`src/rtl/reg_file_pkg.sv`:
```
// Shared datapath constants for the MIPS register file, decode and write-back.
package reg_file_pkg;
  localparam int DATA_WIDTH = 32;
  localparam int ADDR_WIDTH = 5;
  localparam int REG_COUNT  = 2 ** ADDR_WIDTH;
  localparam logic [ADDR_WIDTH-1:0] ZERO_REG = 5'd0;
endpackage

```
`src/rtl/reg_file.sv`:
```
// MIPS general-purpose register file: 31 writable registers, r0 hardwired to zero,
// two combinational read ports with same-cycle write-through bypass.
module reg_file
  import reg_file_pkg::*;
#(
  parameter int DATA_WIDTH = reg_file_pkg::DATA_WIDTH,
  parameter int ADDR_WIDTH = reg_file_pkg::ADDR_WIDTH
) (
  input  logic                  clk,
  input  logic                  reset,
  input  logic [DATA_WIDTH-1:0] regWriteData,
  input  logic [ADDR_WIDTH-1:0] regWriteAddr,
  input  logic                  regWriteEn,
  input  logic [ADDR_WIDTH-1:0] RsAddr,
  input  logic [ADDR_WIDTH-1:0] RtAddr,
  output logic [DATA_WIDTH-1:0] RsData,
  output logic [DATA_WIDTH-1:0] RtData
);

  localparam int                    NREGS = 2 ** ADDR_WIDTH;
  localparam logic [ADDR_WIDTH-1:0] ZERO  = ADDR_WIDTH'(ZERO_REG);

  logic [DATA_WIDTH-1:0] regs [1:NREGS-1];
  logic                  write_ok;

  // A write only lands outside reset and never on r0; bypass uses the same qualifier.
  assign write_ok = reset && regWriteEn && (regWriteAddr != ZERO);

  always_ff @(posedge clk) begin
    if (!reset) begin
      for (int i = 1; i < NREGS; i++) regs[i] <= '0;
    end else if (write_ok) begin
      regs[regWriteAddr] <= regWriteData;
    end
  end

  function automatic logic [DATA_WIDTH-1:0] read_port(input logic [ADDR_WIDTH-1:0] addr);
    if (addr == ZERO)
      return '0;
    else if (write_ok && (addr == regWriteAddr))
      return regWriteData;
    else
      return regs[addr];
  endfunction

  always_comb begin
    RsData = read_port(RsAddr);
    RtData = read_port(RtAddr);
  end

endmodule

```
`config.mk`:
```
export PLATFORM = sky130hd
export DESIGN_NAME = reg_file
export DESIGN_NICKNAME = d
export VERILOG_FILES = /design/src/rtl/reg_file_pkg.sv /design/src/rtl/reg_file.sv
export SDC_FILE = /design/constraint.sdc
export NUM_CORES = 2
export LEC_CHECK = 0
export CORE_MARGIN = 1
export CORE_UTILIZATION = 40
export DETAILED_ROUTE_END_ITERATION = 7
export PLACE_DENSITY_LB_ADDON = 0.2
export SLEW_MARGIN = 20
export SYNTH_ARGS = -nofsm -noshare
export SYNTH_HDL_FRONTEND = slang
export SYNTH_SLANG_ARGS = --single-unit
```
`constraint.sdc`:
```
create_clock -name clk -period 12.2 [get_ports clk]
set_input_delay 1.83 -clock clk [delete_from_list [all_inputs] [get_ports clk]]
set_output_delay 1.83 -clock clk [all_outputs]
set_load 0.02 [all_outputs]
```
# After elaboration in Yosys (flattened, before gate mapping)

Memory sizes are Yosys's and may differ from the RTL's.
Cells that the tools add are included.

Flip-flop bits (word level): 0
RAM bits: 992
Input bits: 50
Output and inout port bits: 64
Logic and storage cells: 22
Memories: 1

Memories:

| memory | words | width | read ports | clocked after Yosys merged registers in | wr ports | RTL line       | source |
|---|---|---|---|---|---|---|---|
| regs   | 31    | 32    | 2          | 0                                       | 31       | reg_file.sv:23 | `logic [DATA_WIDTH-1:0] regs [1:NREGS-1];` |

Eq/ne operators: 2
Muxes and demuxes: 11
Reduce and logical (&&, ||, !) cells: 8

Operators by type and width:

| kind                | count |
|---|---|
| $mux W32            | 5 |
| $reduce_or A32 Y1   | 1 |
| $eq A5 B5 Y1        | 2 |
| $logic_not A5 Y1    | 2 |
| $mux W1             | 5 |
| $mux W5             | 1 |
| $reduce_bool A5 Y1  | 1 |
| $logic_and A1 B1 Y1 | 4 |

# Depth between registers and ports, before layout

Depth in word-level cells: 7
Depth in mapped cells: 9
Mapped depth without buffers: 5

# Least setup slack after synthesis

OpenSTA, ideal clock, no wires.

Path type: input -> output
From: input port regWriteAddr[3]
To: output port RtData[30]
Data arrival time: 3.693 ns
Required time: 10.370 ns
Setup slack: 6.677 ns
Stages: 6
Path buffers: 2
Cell sequence: buf_2 or3_1 buf_2 o311ai_1 nor2_1 o41ai_1

Word-level cells in the longest chain between the ends: 5
Elaborated cells on any way between the ends: 6
Those cells by class: eq/ne (1); mux (2); reduce/logical (3)

Ends and longest elaborated chain:

| what                    | RTL line       | source |
|---|---|---|
| from (decl)             | reg_file.sv:12 | `input logic [ADDR_WIDTH-1:0] regWriteAddr,` |
| $reduce_bool A5 Y1      | reg_file.sv:27 | `assign write_ok = reset && regWriteEn && (regWriteAddr != ZERO);` |
| $logic_and A1 B1 Y1     | reg_file.sv:27 |  |
| $logic_and A1 B1 Y1 (*) | reg_file.sv:40 | `else if (write_ok && (addr == regWriteAddr))` |
| $mux W32 (*)            | reg_file.sv:40 |  |
| $mux W32 (*)            | reg_file.sv:38 | `if (addr == ZERO)` |
| to (decl)               | reg_file.sv:17 | `output logic [DATA_WIDTH-1:0] RtData` |

Mark *: on every way between the ends. The rest lies on a longest branch, timed or not.

# Worst setup path in the final report

From: input port regWriteAddr[2]
To: output port RtData[2]

Same word-level chain as after synthesis.

==> results.sh <==
export IMPL_crit_type="in2out"
export IMPL_num_fill_cells=12100
export IMPL_synth_edf_count=1024
export IMPL_synthDistinctLibCells=63
export IMPL_fin_tns_setup_ns=0
export IMPL_largest_register_ff_count=1024
export IMPL_maxCapViolCount=0
export IMPL_cts_setup_buffers=0
export IMPL_power_total_mw=8.76
export IMPL_cp_end_kind="primary output"
export IMPL_largest_register="regs"
export IMPL_regArea_um2=30700
export IMPL_finalSetupViolCount=0
export IMPL_slew_headroom_pct=24.5
export IMPL_dieArea_um2=141000
export IMPL_hold_viol=0
export IMPL_grt_first_pass_wirelength_um=298000
export IMPL_synth_ff_type="edfxtp_1"
export IMPL_die_x_um=376
export IMPL_postCtsHoldBufs=0
export IMPL_first_pass_iters=8
export IMPL_area_growth_pct=12.4
export IMPL_drtAntennaViolNets=0
export IMPL_cts_clk_slew_worst_paths_ns=0.06
export IMPL_post_place_ws_ns=4.18
export IMPL_wire_per_inst_um=36.3
export IMPL_yosysSeqAreaShare_pct=55.1
export IMPL_start_util_pct=40.5
export IMPL_ys_warnings_count=0
export IMPL_core_um2=138000
export IMPL_largestRegisters="regs x1024"
export IMPL_ys_ff_latch=1024
export IMPL_grt_total_usage_pct=30.2
export IMPL_place_gp_congestion=0.867
export IMPL_fin_hold_ws_ns=1.64
export IMPL_port_buffers=113
export IMPL_clk_path_buf_depth=3
export IMPL_rsz0062_at_grt="no"
export IMPL_cts_tree="built"
export IMPL_cp_start_kind="input pin"
export IMPL_powerDensity_nw_per_um2=139
export IMPL_hold_class="in2reg"
export IMPL_status="complete, no violations"
export IMPL_utilization_pct=45.5
export IMPL_antenna_found_initial=23
export IMPL_die_y_um=376
export IMPL_clock_sinks=1024
export IMPL_dpl_hpwl_um=121000
export IMPL_cts_resized=0
export IMPL_row_count=136
export IMPL_layout_common_cells="1024 x edfxtp_1, 994 x and2_1, 460 x mux2i_1, 302 x mux4_2, 145 x buf_4"
export IMPL_grt_max_degree=86
export IMPL_avgSynthCellArea_um2=13.9
export IMPL_cp_required_ns=10.37
export IMPL_multi_input_area_um2=23900
export IMPL_grt_overflow=0
export IMPL_cts_htree_levels=3
export IMPL_syn_inst=4011
export IMPL_final_layout_size_suffix_gt1_share_pct=18.2
export IMPL_period_share_pct=66.5
export IMPL_dr_total_vias=38000
export IMPL_drtIter0Drc=5705
export IMPL_grt_pass1_vias=37100
export IMPL_nets=4040
export IMPL_min_path_cells=1
export IMPL_clock_tree_root_cell="clkbuf_16"
export IMPL_period_needed_ns=8.12
export IMPL_maxSlewViolCount=0
export IMPL_max_slew_worst_pin_slew_ns=1.13
export IMPL_route_detailed_drc=0
export IMPL_peakVddDrop_v=0.000105
export IMPL_max_freq_ghz=0.123
export IMPL_viasPerCell=6.38
export IMPL_async_reset_ff_share_pct=0
export IMPL_cts_buffers=112
export IMPL_finalWorstSetupSlack_ns=4.08
export IMPL_synth_cell_area_um2=55900
export IMPL_crit_fanout=34
export IMPL_ios=114
export IMPL_worstPathArrival_ns=6.29
export IMPL_drt_total_wl_um=216000
export IMPL_leakage_nw=22.0
export IMPL_final_common_cell="edfxtp_1"
[cells by family (layout without fill, tap and decap cells)]
logic type / after synthesis / in the layout / share of synthesized area [%]
other: 1 / 41 / 0.00671
buffers and inverters: 431 / 474 / 3.63
DFF: 1024 / 1024 / 55.1
muxes: 762 / 762 / 20.4
AOI/OAI and AO/OA: 546 / 546 / 7.42
and+or+nand+nor: 1237 / 1237 / 13.3
xor gates and xnor gates: 10 / 10 / 0.157
[worst paths after layout]
kind | from | endpoint | slack, ns
worst max-delay path | regWriteAddr[2] | RtData[2] | 4.08
worst min-delay path | regWriteData[22] | regs[0][22]$_DFFE_PP_ | 1.64
[where the power goes]
group	leakage, nW	switching [mW]	internal (mW)
clock	1.73	1.49	1.90
combinational	10.5	0.748	0.452
sequential	9.75	0.0991	4.07
[critical path, cell delays in order]
cell	delay [ns]
clkdlybuf4s50_1	0.59
or3_1	0.76
o311ai_1	0.51
nor2_4	0.03
buf_4	0.38
nor2_4	0.16
buf_4	0.62
a32o_1	0.63
clkdlybuf4s50_1	0.72
[metal layers]
metal | up-vias | global-route usage [%] | wire [um]
met1 | 19800 | 41.1 | 85100
met5 | - | 0 | 123
met2 | 2364 | 47.5 | 99500
li1 | 15300 | - | -
met3 | 497 | 5.81 | 21700
met4 | 12 | 12.5 | 9470
[Yosys cell counts (all sizes together) (7+ instances only)]
library cell / instances / area share [%]
edfxtp: 1024 / 55
and2: 994 / 11
mux2i: 460 / 8.2
mux4: 302 / 12
clkbuf: 298 / 2.0
buf: 129 / 1.6
o22ai: 119 / 1.3
nor2: 86 / 0.58
o21ai: 84 / 0.77
a221oi: 61 / 0.97
a21oi: 48 / 0.43
nor3: 48 / 0.43
nor2b: 34 / 0.38
a2111oi: 32 / 0.78
a22oi: 32 / 0.43
a32o: 32 / 0.57
o21bai: 32 / 0.43
o221ai: 31 / 0.49
nand2: 29 / 0.20
a221o: 13 / 0.23
o311a: 12 / 0.22
a22o: 11 / 0.17
xnor2: 10 / 0.16
a211oi: 9 / 0.12
o22a: 7 / 0.11
or2: 7 / 0.078
[layout make-up]
| class | instances | area share, % |
|---|---|---|
| multi-input cells | 2587 | 38.0 |
| flip-flops and latches | 1024 | 49.0 |
| repair buffers | 261 | 3.60 |
| well taps | 1863 | 3.71 |
| inverters | 4 | 0.0239 |
| clock buffers | 131 | 4.68 |
| clock inverters | 78 | 1.01 |
| diodes | 9 | 0.0359 |
[per-stage QoR]
step           area, um^2  cells
6_report            62800   5957
5_1_grt             62800   5948
4_1_cts             62800   5948
3_5_place_dp        59200   5739
3_3_place_gp        59200   5739
2_1_floorplan       56000   4042
Note: power is estimated with default switching activity, not from simulation.
